[src/rtl/alu_pipe_pkg.sv]
// alu_pipe_pkg: opcode encodings and saturation bounds shared by the pipelined ALU.
package alu_pipe_pkg;
   typedef enum logic [7:0] {
      ALU_NOP  = 8'h00,
      ALU_ADD  = 8'h01,
      ALU_SUB  = 8'h02,
      ALU_MUL  = 8'h03,
      ALU_AND  = 8'h04,
      ALU_OR   = 8'h05,
      ALU_XOR  = 8'h06,
      ALU_SHLA = 8'h07,
      ALU_SHRA = 8'h08,
      ALU_SHRL = 8'h09,
      ALU_ROL  = 8'h0A,
      ALU_ROR  = 8'h0B,
      ALU_MAC  = 8'h0C,
      ALU_MADD = 8'h0D
   } alu_op_e;

   function automatic longint sat_max(input int n);
      return (64'sd1 <<< (n - 1)) - 64'sd1;
   endfunction

   function automatic longint sat_min(input int n);
      return -(64'sd1 <<< (n - 1));
   endfunction
endpackage

[src/rtl/alu_sat.sv]
// alu_sat: clamps a 2N+2-bit signed value into N-bit signed range with an overflow flag.
module alu_sat import alu_pipe_pkg::*; #(
   parameter int N = 16
) (
   input  logic signed [2*N+1:0] d,
   output logic [N-1:0]          q,
   output logic                  ovf
);
   localparam logic signed [2*N+1:0] MAX = (2*N+2)'(sat_max(N));
   localparam logic signed [2*N+1:0] MIN = (2*N+2)'(sat_min(N));
   logic hi, lo;
   assign hi  = d > MAX;
   assign lo  = d < MIN;
   assign q   = hi ? MAX[N-1:0] : lo ? MIN[N-1:0] : d[N-1:0];
   assign ovf = hi || lo;
endmodule

[src/rtl/alu_pipe.sv]
// alu_pipe: two-stage saturating fixed-point ALU with MAC accumulator and valid/ready flow control.
module alu_pipe import alu_pipe_pkg::*; #(
   parameter int N    = 16,
   parameter int O    = 8,
   parameter int S    = 5,
   parameter int FRAC = N - 1
) (
   input  logic         clk,
   input  logic         rst_n,
   input  logic         in_valid,
   output logic         in_ready,
   input  logic [O-1:0] opcode,
   input  logic [N-1:0] a,
   input  logic [N-1:0] b,
   input  logic [N-1:0] c,
   input  logic [S-1:0] shift,
   input  logic         acc_clr,
   output logic         out_valid,
   input  logic         out_ready,
   output logic [N-1:0] out,
   output logic         sat,
   output logic         err,
   output logic         sat_sticky,
   input  logic         sticky_clr
);
   localparam int W = 2 * N + 2;
   logic                v1, adv1, adv2, clr1, sflag, rsat, rerr;
   logic [O-1:0]        op1;
   logic [N-1:0]        a1, b1, c1, acc, sres, res;
   logic [S-1:0]        sh1;
   logic signed [2*N-1:0] mult;
   logic signed [W-1:0] prod_c, shl_c, prod1, shl1, bw, cw, accw, wide;
   int unsigned         sa, r;
   assign adv2     = !out_valid || out_ready;
   assign adv1     = !v1 || adv2;
   assign in_ready = adv1;
   assign mult     = $signed(a) * $signed(b);
   assign prod_c   = $signed({{2{mult[2*N-1]}}, mult}) >>> FRAC;
   // beyond N+1 any nonzero a already clamps, so capping keeps the shift inside W bits
   assign sa       = 32'(shift);
   assign shl_c    = $signed({{(N+2){a[N-1]}}, a}) <<< (sa > N + 1 ? N + 1 : sa);
   always_ff @(posedge clk or negedge rst_n)
      if (!rst_n) v1 <= 1'b0;
      else if (adv1) v1 <= in_valid;
   always_ff @(posedge clk)
      if (in_valid && in_ready) begin
         op1   <= opcode;
         a1    <= a;
         b1    <= b;
         c1    <= c;
         sh1   <= shift;
         clr1  <= acc_clr;
         prod1 <= prod_c;
         shl1  <= shl_c;
      end
   assign bw   = $signed({{(N+2){b1[N-1]}}, b1});
   assign cw   = $signed({{(N+2){c1[N-1]}}, c1});
   assign accw = $signed({{(N+2){acc[N-1]}}, acc});
   assign r    = 32'(sh1) % N;
   assign wide = op1 == O'(ALU_ADD)  ? shl1 + bw :
                 op1 == O'(ALU_SUB)  ? bw - shl1 :
                 op1 == O'(ALU_MUL)  ? prod1 :
                 op1 == O'(ALU_MADD) ? prod1 + cw :
                 op1 == O'(ALU_MAC)  ? (clr1 ? prod1 : accw + prod1) : shl1;
   alu_sat #(.N(N)) u_sat (.d(wide), .q(sres), .ovf(sflag));
   always_comb begin
      res  = '0;
      rsat = 1'b0;
      rerr = 1'b0;
      case (op1)
         O'(ALU_NOP): ;
         O'(ALU_ADD), O'(ALU_SUB), O'(ALU_MUL), O'(ALU_MADD), O'(ALU_MAC), O'(ALU_SHLA): begin
            res  = sres;
            rsat = sflag;
         end
         O'(ALU_AND):  res = a1 & b1;
         O'(ALU_OR):   res = a1 | b1;
         O'(ALU_XOR):  res = a1 ^ b1;
         O'(ALU_SHRA): res = $signed(a1) >>> sh1;
         O'(ALU_SHRL): res = a1 >> sh1;
         O'(ALU_ROL):  res = (a1 << r) | (a1 >> (N - r));
         O'(ALU_ROR):  res = (a1 >> r) | (a1 << (N - r));
         default:      rerr = 1'b1;
      endcase
   end
   always_ff @(posedge clk or negedge rst_n)
      if (!rst_n) begin
         out_valid  <= 1'b0;
         out        <= '0;
         sat        <= 1'b0;
         err        <= 1'b0;
         acc        <= '0;
         sat_sticky <= 1'b0;
      end else begin
         sat_sticky <= !sticky_clr && (sat_sticky || (out_valid && out_ready && sat));
         if (adv2) begin
            out_valid <= v1;
            if (v1) begin
               out <= res;
               sat <= rsat;
               err <= rerr;
               if (op1 == O'(ALU_MAC)) acc <= sres;
            end
         end
      end
endmodule

[config.mk]
export PLATFORM = sky130hd
export DESIGN_NAME = alu_pipe
export DESIGN_NICKNAME = d
export VERILOG_FILES = /design/src/rtl/alu_pipe_pkg.sv /design/src/rtl/alu_sat.sv /design/src/rtl/alu_pipe.sv
export SDC_FILE = /design/constraint.sdc
export NUM_CORES = 1
export LEC_CHECK = 0
export BUFFER_PORTS_ARGS = -buffer_cell sky130_fd_sc_hd__buf_2
export CAP_MARGIN = 20
export CORE_UTILIZATION = 31
export DETAILED_ROUTE_END_ITERATION = 8
export PLACE_DENSITY_LB_ADDON = 0.1
export SLEW_MARGIN = 40
export SYNTH_ARGS = -nofsm -noshare
export SYNTH_HDL_FRONTEND = slang
export SYNTH_SLANG_ARGS = --single-unit
[constraint.sdc]
create_clock -name clk -period 4.85 [get_ports clk]
set_clock_uncertainty 0.1 [all_clocks]
set_input_delay 0.97 -clock clk [delete_from_list [all_inputs] [get_ports clk]]
set_output_delay 0.97 -clock clk [all_outputs]
set_load 0.02 [all_outputs]
==> flow_summary.yaml, run 1 <==
synth:
  yosysWarnings: 0
  synthFlopType: "edfxtp_1"
  synthTopCellsByArea: "fa_1 (20%), edfxtp_1 (13%), ha_1 (10%)"
  yosysSeqAreaShare: 0.166
  avgSynthCellArea_um2: 8.37
  syn_inst: 3117
  syn-num-nets: 3661
  yosysTopAreaCell: "fa_1"
  synth-seq-cells: 150
  synth_edf_count: 113
  synth_area_mm2: 0.0261
  yosysUniqueCellTypes: 99
  async_reset_ff_frac: 0.247
  synthDominantCellAreaShare: 0.203
clocking:
  cts_tree: "built"
  clkTransAtPathRegs_ns: 0.07
  insertion_delay_ns: 0.48
  htreeDepth: 4
  clockBufferDepth: 2
  clock-sinks: 150
  cts_inserted_buffers: 17
  cts_root_buf: "clkbuf_16"
detailed_routing:
  drc: 0
  via_count: 25333
  drt-initial-drc-count: 1991
  drt-wirelength-per-cell_um: 23.9
  ant_nets: 0
  drt_first_pass_iters: 6
  routed_via_density: 5.47
  wl_mm: 110
global_routing:
  first_global_vias: 25666
  grt.total_usage: 0.258
  grt_pass1_wl_mm: 166
  antenna_found_initial: 3
  grt-ovfl-total: 0
  grt_max_degree: 56
place:
  numPortBuffers: 87
  hpwl_mm: 91.8
  dp.cells: 4539
  gp_routability_congestion: 0.964
  place_area_mm2: 0.0306
power:
  p_leak_nw: 14.7
  p_clk_frac: 0.068
  cellInternalPower_w: 0.0116
  powerDensity_mw_per_mm2: 637
  pwr-share-comb: 0.821
  swShare: 0.444
  p_total_w: 0.0210
  power_switching_w: 0.00931
  ir_worst_vdd_uv: 976
  power_frac_seq: 0.111
sta:
  clock.fmax_mhz: 149
  post-route-min-period_ns: 6.72
  period_share: 1.39
  worst_slack_ns: -1.87
  tightest_slew_ns: 0.982
  drv_slew: 0
  setup_viol: 17
  setup_tns_ns: -23.36
  rsz0062_at_grt: "true"
  hold_viol_final: 0
  slew_headroom: 0.345
  holdWs_ns: 0.378
die:
  io-pin-count: 88
  die_area_mm2: 0.0853
  initial_core_util: 0.313
  dieHeight_um: 292
  rows: 106
  fp.dieW_um: 292
  core_area_mm2: 0.0834
cells_and_area:
  instances_no_fill: 4628
  syn_to_final_growth_pct: 26.1
  nNetsFinal: 4076
  drive_gt1_frac: 0.244
  fin_area_mm2: 0.0329
  final_common_cell: "buf_4"
  final_cell_mix: "buf_4 (449), inv_1 (357), nand2_1 (289)"
critical_path:
  crit_top_cell: "fa_1"
  cp.arrival_ns: 6.86
  cp.required_ns: 4.99
  crit_path_max_fanout: 4
  setup.worst_path.end_class: "register"
  cp_slowest_cell: "fa_1"
  start_kind: "input pin"
  cp_slowest_stage_delay_ns: 0.56
  crit_type: "input pin to register"
outcome:
  status: "finished with violations"
  failed_checks: "setup timing"
min_path:
  hold_path.class: "input pin to async pin"
flow_run:
  drv_cap: 0
sequential cells by signal (all words and copies together), names as in the netlist:
register and flops:
c1 16, sh1 5, shl1 34, out_valid 1, acc 16, sat 1
prod1 17, err 1, op1 8, out 16, b1 16, clr1 1
sat_sticky 1, v1 1, a1 16
per-layer routing:
layer,vias to the layer above,wire (um),GRT usage
li1,11694,-,-
met1,12784,50900,0.358
met2,742,52400,0.433
met3,111,4710,0.0252
met4,2,2370,0.0556
met5,-,13,0
through the flow:
step,util,worst slack [ns]
after floorplan,-,-2.26
after global placement,0.367,-2.64
after detailed placement,0.367,-2.64
after CTS,0.384,-1.88
after global routing,0.394,-2.06
final,0.394,-1.87
cells by family (layout without fill, tap and decap cells):
family,after synthesis,after routing,synth area share
DFF,150,150,0.166
xor gates and xnor gates,69,69,0.0232
adders and majority gates,478,478,0.305
buffers and inverters,564,992,0.0828
and+or+nand+nor,941,941,0.173
other,0,3,0
AOI/OAI and AO/OA,834,834,0.210
muxes,81,81,0.0399
synthesized netlist by cell type, types with 59 or more instances:
master	instances
fa_1	265
a211oi_1	61
nand2_1	323
edfxtp_1	113
mux2i_1	59
clkbuf_1	141
o21ai_0	123
ha_1	212
nor2_1	245
inv_1	379
and2_1	116
a21oi_1	259
power by group through the flow:
| stage | combinational [W] | sequential, W | clock (W) |
|---|---|---|---|
| 2_1_floorplan | 0.00910 | 0.00227 | 0 |
| 3_3_place_gp | 0.0146 | 0.00234 | 0 |
| 3_5_place_dp | 0.0147 | 0.00235 | 0 |
| 4_1_cts | 0.0161 | 0.00232 | 0.00147 |
| 5_1_grt | 0.0191 | 0.00233 | 0.00151 |
| 6_report | 0.0172 | 0.00232 | 0.00143 |
worst max-delay path: cells and delay by family:
| kind | cells | cell delay, ns |
|---|---|---|
| AND/OR/NAND/NOR | 4 | 0.68 |
| adder cells (fa/ha/maj) | 7 | 3.24 |
| AO/OA/AOI/OAI | 5 | 0.88 |
| XOR/XNOR | 1 | 0.12 |
| buffers and inverters | 10 | 0.95 |
path summary, 6_finish.rpt:
check,start,end,slack [ns],cells after the start
max,b[5],prod1[14],-1.87,27
max in group asynchronous,rst_n,acc[11],3.87,1
min reg2reg,sat_sticky,sat_sticky,0.40,2
min,rst_n,out[1],0.38,1
min in group clk,sat_sticky,sat_sticky,0.40,2
max reg2reg,shl1[7],out[11],0.01,16
cell type report:
class / count / area (um2)
multi-input cells: 2403 / 20600
flip-flops and latches: 150 / 4320
fillers: 8511 / 50500
diodes: 3 / 7.51
repair buffers: 576 / 4550
clock inverters: 13 / 168
well taps: 1080 / 1350
inverters: 384 / 1440
clock buffers: 19 / 433
repair_timing:
action | 4_1_cts | 5_1_grt
setup buffers | 34 | 23
endpoints found under the setup margin | 48 | 48
hold buffers | 0 | 0
gates resized for setup | 142 | 178
pin swaps | 77 | 86
gates cloned | 0 | 2
(Power assumes the default switching activity.)
==> inputs of run 2 (changes only) <==
--- a/config.mk
+++ b/config.mk
@@ -5,6 +5,7 @@
 export SDC_FILE = /design/constraint.sdc
 export NUM_CORES = 1
 export LEC_CHECK = 0
+export ABC_AREA = 1
 export BUFFER_PORTS_ARGS = -buffer_cell sky130_fd_sc_hd__buf_2
 export CAP_MARGIN = 20
 export CORE_UTILIZATION = 31
==> run 2 against run 1 <==
Sequential share of layout area up 0.46 points. Maximum frequency increased by 16%. The flow still finishes with violations (setup timing). Largest power group unchanged. Highest routed layer unchanged. Combinational power increased by 32%. Critical endpoint is now prod1[16].
==> flow_summary.yaml, run 2 <==
synth:
  syn-num-nets: 4355
  yosysWarnings: 0
  synth_edf_count: 113
  synth_most_common_cell: "nand2_1"
  synthDominantCellAreaShare: 0.199
  synth_area_mm2: 0.0266
  synthFlopType: "edfxtp_1"
  avgSynthCellArea_um2: 6.98
  yosysSeqAreaShare: 0.162
  yosysUniqueCellTypes: 68
  synth_commonest_cells: "nand2_1 (1034), inv_1 (674), o21ai_0 (280), fa_1 (265), nor2_1 (250)"
  yosysTopAreaCell: "fa_1"
  synthTopCellsByArea: "fa_1 (20%), nand2_1 (15%), edfxtp_1 (13%)"
  async_reset_ff_frac: 0.247
  syn_inst: 3811
  synth-seq-cells: 150
critical_path:
  cp_slowest_cell: "fa_1"
  crit_path_max_fanout: 6
  crit_type: "input pin to register"
  cp.required_ns: 4.98
  setup.worst_path.end_class: "register"
  cp_slowest_stage_delay_ns: 0.58
  start_kind: "input pin"
  crit_top_cell: "fa_1"
  cp.arrival_ns: 5.92
power:
  p_leak_nw: 16.1
  cellInternalPower_w: 0.0139
  p_clk_frac: 0.050
  power_frac_seq: 0.098
  power_switching_w: 0.0128
  ir_worst_vdd_uv: 1320
  swShare: 0.480
  powerDensity_mw_per_mm2: 840
  pwr-share-comb: 0.852
cells_and_area:
  final_common_cell: "nand2_1"
  largestRegisters: "shl1 x34, prod1 x17"
  nNetsFinal: 4569
  top_register: "shl1"
  n_fill_cell: 9216
  final_cell_mix: "nand2_1 (992), inv_1 (649), o21ai_0 (266)"
  final_util: 0.374
  syn_to_final_growth_pct: 19.4
  seqCellArea_mm2: 0.00432
  drive_gt1_frac: 0.150
  multi_input_comb_area_mm2: 0.0196
  largest_reg_flops: 34
  antennaDiodeCount: 0
sta:
  slew_headroom: 0.460
  tightest_slew_ns: 0.809
  period_share: 1.19
  setup_viol: 17
  hold_viol_final: 0
  drv_slew: 0
  clock.fmax_mhz: 173
  worst_slack_ns: -0.936
  rsz0062_at_grt: "true"
  post-route-min-period_ns: 5.79
global_routing:
  grt-ovfl-total: 0
  grt.total_usage: 0.247
  grt_max_degree: 68
  antenna_found_initial: 3
  grt_pass1_wl_mm: 160
  first_global_vias: 25844
detailed_routing:
  wl_mm: 105
  ant_nets: 0
  drt-wirelength-per-cell_um: 20.3
  routed_via_density: 4.95
  drc: 0
  drt_first_pass_iters: 5
  via_count: 25663
  drt-initial-drc-count: 1796
clocking:
  cts_inserted_buffers: 17
  insertion_delay_ns: 0.49
  hold_buffers: 0
  clock-sinks: 150
  clkTransAtPathRegs_ns: 0.07
  clockBufferDepth: 2
  cts_tree: "built"
  cts_root_buf: "clkbuf_16"
  htreeDepth: 4
die:
  dieHeight_um: 295
  die_area_mm2: 0.0870
  io-pin-count: 88
  fp.dieW_um: 295
  initial_core_util: 0.313
  core_area_mm2: 0.0850
  rows: 107
outcome:
  status: "finished with violations"
  failed_checks: "setup timing"
place:
  numPortBuffers: 87
  gp_routability_congestion: 0.979
  hpwl_mm: 87.8
  dp_slack_ns: -1.88
min_path:
  hold_path.class: "input pin to async pin"
flow_run:
  drv_cap: 0
run 2: cell types whose count changed in the layout (fill, tap and decap cells not counted), sizes merged, moves of 58 or more:
cell    previous run  this run
o21ai            128       292
nand2            324      1049
nand3             44       156
inv              387       685
buf              570       366
and2             116         2
a211oi            63         5
run 2: what timing repair did:
item                                    CTS  global route
pin swaps                                51            81
resized for setup                       132           150
cloned                                    0             1
endpoints found under the setup margin   17            19
setup buffers                            11            25
run 2: layout make-up:
cell class / count / area share
Tap cell: 1144 / 0.0451
Timing Repair Buffer: 368 / 0.103
Clock buffer: 18 / 0.0135
Multi-Input combinational cell: 2800 / 0.617
Sequential cell: 150 / 0.136
Inverter: 688 / 0.0815
Clock inverter: 12 / 0.00382
run 2: cells by family after synthesis:
| group | synth area share |
|---|---|
| AO/OA/AOI/OAI | 0.158 |
| XOR/XNOR | 0.0158 |
| buffers and inverters | 0.128 |
| flip-flops | 0.162 |
| AND/OR/NAND/NOR | 0.234 |
| multiplexers | 0.00226 |
| adder cells (fa/ha/maj) | 0.299 |
run 2: power groups by stage:
stage,Sequential (W),Clock [W],Combinational [W]
6_report,0.00262,0.00133,0.0227
5_1_grt,0.00262,0.00141,0.0252
4_1_cts,0.00261,0.00138,0.0205
3_5_place_dp,0.00263,0,0.0192
3_3_place_gp,0.00264,0,0.0192
2_1_floorplan,0.00234,0,0.0114
run 2: metrics by stage:
step | total power [W] | area [um2] | instances | hold WS, ns | TNS [ns]
after floorplan | 0.0137 | 27400 | 3811 | 0.425 | -17.53
after global placement | 0.0218 | 29800 | 5115 | 0.361 | -27.74
after detailed placement | 0.0218 | 29900 | 5116 | 0.360 | -28.05
after CTS | 0.0245 | 31000 | 5156 | 0.351 | -13.33
after global routing | 0.0292 | 31800 | 5180 | 0.373 | -15.41
final | 0.0267 | 31800 | 5180 | 0.346 | -12.97
run 2: critical path, delay by kind of cell:
kind	cells	cell delay, ns
adders and majority gates	7	3.33
and+or+nand+nor	9	0.66
AOI/OAI and AO/OA	4	0.45
buffers and inverters	5	0.35
xor gates and xnor gates	1	0.15
run 2: worst paths after layout:
path / startpoint / to / slack [ns] / cells after the start
max reg2reg: b1[15] / out[14] / 0.45 / 22
min: rst_n / acc[11] / 0.35 / 1
min reg2reg: out[6] / out[6] / 0.37 / 2
min in group clk: out[6] / out[6] / 0.37 / 2
max in group asynchronous: rst_n / out[14] / 3.91 / 1
max: a[6] / prod1[16] / -0.94 / 26
run 2: layer usage:
metal  up-vias  wire, um  global-route usage
met2       637     50100               0.420
li1      12547         -                   -
met3       131      5080              0.0301
met5         -        13                   0
met1     12346     46800               0.325
met4         2      3160              0.0746
==> inputs of run 3 (changes only) <==
--- a/config.mk
+++ b/config.mk
@@ -8,7 +8,8 @@
 export ABC_AREA = 1
 export BUFFER_PORTS_ARGS = -buffer_cell sky130_fd_sc_hd__buf_2
 export CAP_MARGIN = 20
-export CORE_UTILIZATION = 31
+export CORE_UTILIZATION = 50
+export CTS_BUF_LIST = sky130_fd_sc_hd__clkbuf_4 sky130_fd_sc_hd__clkbuf_8
 export DETAILED_ROUTE_END_ITERATION = 8
 export PLACE_DENSITY_LB_ADDON = 0.1
 export SLEW_MARGIN = 40
==> run 3 against run 2 <==
The run still ends with setup timing left. Largest power group unchanged. Worst hold slack worse by 0.13 ns. Cell area down 4.4%. Non-clock buffer count down 37. Largest cell class unchanged. Highest routed layer is now met4. Combinational power down 5%. Sequential share of layout area up 0.62 points. Via count up 1.1%.
==> flow_summary.yaml, run 3 (synthesized netlist as in run 2, its figures left out) <==
critical_path:
  cp_slowest_cell: "fa_2"
  cp_slowest_stage_delay_ns: 0.65
  path_buf_inv: 9
  setup.worst_path.end_class: "register"
  crit_path_max_fanout: 4
  cp.required_ns: 5.04
  start_kind: "input pin"
  cp.arrival_ns: 5.95
  cpLargestDelayFamily: "adder cells"
  path_cells: "buf_12 -> buf_6 -> buf_6 -> nand2_2 -> inv_2 -> fa_2 -> fa_2 -> buf_6 -> inv_4 -> fa_1 -> inv_1 -> fa_1 -> fa_1 -> fa_1 -> ha_4 -> buf_6 -> buf_4 -> nand2_1 -> nor2_1 -> nand2_4 -> o31ai_4 -> xor2_1"
  crit_type: "input pin to register"
cells_and_area:
  final_util: 0.578
  drive_gt1_frac: 0.134
  top_register: "shl1"
  largestRegisters: "shl1 x34, prod1 x17"
  largest_reg_flops: 34
  final_cell_mix: "nand2_1 (1002), inv_1 (654), o21ai_0 (266)"
  final_common_cell: "nand2_1"
  syn_to_final_growth_pct: 14.2
  nNetsFinal: 4532
  instances_no_fill: 4693
sta:
  holdWs_ns: 0.215
  rsz0062_at_grt: "true"
  drv_slew: 0
  clock.fmax_mhz: 174
  worst_slack_ns: -0.908
  setup_viol: 17
  setup_tns_ns: -12.62
  hold_viol_final: 0
  tightest_slew_ns: 0.893
  period_share: 1.19
  slew_headroom: 0.404
  post-route-min-period_ns: 5.76
clocking:
  clock-sinks: 150
  cts_inserted_buffers: 17
  htreeDepth: 4
  insertion_delay_ns: 0.56
  clkTransAtPathRegs_ns: 0.11
  hold_buffers: 0
  cts_tree: "built"
  clockBufferDepth: 2
  cts_root_buf: "clkbuf_8"
outcome:
  failed_checks: "setup timing"
  status: "finished with violations"
power:
  p_leak_nw: 15.8
  power_frac_seq: 0.102
  pwr-share-comb: 0.853
  ir_worst_vdd_uv: 3490
  powerDensity_mw_per_mm2: 833
  p_clk_frac: 0.044
  swShare: 0.484
  cellInternalPower_w: 0.0131
  power_switching_w: 0.0122
detailed_routing:
  via_count: 25957
  drc: 0
  ant_nets: 0
  wl_mm: 93.7
  drt_first_pass_iters: 5
  drt-wirelength-per-cell_um: 20.0
  routed_via_density: 5.53
  drt-initial-drc-count: 2568
global_routing:
  grt_pass1_wl_mm: 145
  grt.total_usage: 0.356
  grt_max_degree: 54
  grt-ovfl-total: 0
  antenna_found_initial: 3
  first_global_vias: 24887
die:
  dieHeight_um: 233
  fp.dieW_um: 233
  initial_core_util: 0.506
  core_area_mm2: 0.0526
  io-pin-count: 88
  rows: 84
  die_area_mm2: 0.0541
place:
  gp_routability_congestion: 1.04
  hpwl_mm: 77.9
  dp_slack_ns: -1.74
  numPortBuffers: 87
  dp.cells: 4631
flow_run:
  drv_cap: 0
min_path:
  hold_path.class: "input pin to async pin"
[run 3: changes by cell type in the layout (fill, tap and decap cells not counted), moves of 6 or more]
cell       before   now
nand2_2        44    35
clkbuf_16      18     0
inv_2          29    23
buf_4         229   214
buf_8          13     7
a21oi_2        25    15
clkbuf_8        0    17
ha_1          192   198
nand2_1       992  1002
buf_12         30    14
a21oi_1       218   225
[run 3: per-stage QoR]
stage,cell area [um2],total power [W]
3_5_place_dp,29000,0.0213
3_3_place_gp,29000,0.0213
2_1_floorplan,27400,0.0137
5_1_grt,30400,0.0277
4_1_cts,29900,0.0235
6_report,30400,0.0253
[run 3: final timing paths]
check,cells past startpoint,slack (ns),start,to
setup reg to reg,25,0.43,prod1[13],out[14]
hold / removal,1,0.21,rst_n,out[11]
setup / recovery,22,-0.91,a[15],prod1[14]
hold reg to reg,2,0.38,out[1],out[1]
max in group asynchronous,2,3.97,rst_n,acc[5]
min in group clk,2,0.38,out[1],out[1]
[run 3: repair_timing]
action / 4_1_cts / 5_1_grt
resized for setup: 97 / 95
setup buffers: 12 / 14
pin swaps: 45 / 64
setup endpoints to repair: 17 / 22
[run 3: cell type report]
cell class | count | area, um2
fill | 5120 | 22200
timing repair buffer | 331 | 2720
sequential | 150 | 4320
antenna | 4 | 10.0
multi-input combinational | 2800 | 19400
clock inverter | 15 | 209
tap | 688 | 861
clock buffer | 17 | 234
inverter | 688 | 2590
[run 3: power groups by stage]
stage          clock (W)  sequential, W  combinational, W
3_5_place_dp           0        0.00259            0.0188
3_3_place_gp           0        0.00259            0.0187
6_report         0.00112        0.00259            0.0216
2_1_floorplan          0        0.00234            0.0114
4_1_cts          0.00114        0.00256            0.0198
5_1_grt          0.00118        0.00258            0.0239
[run 3: routing by layer]
metal  GRT usage  part of all wire  vias up
met3      0.0612             0.080      198
met5           0                 0        -
met1       0.477              0.42    12251
met2       0.568              0.46     1013
met4       0.145             0.042        0
li1            -                 -    12495
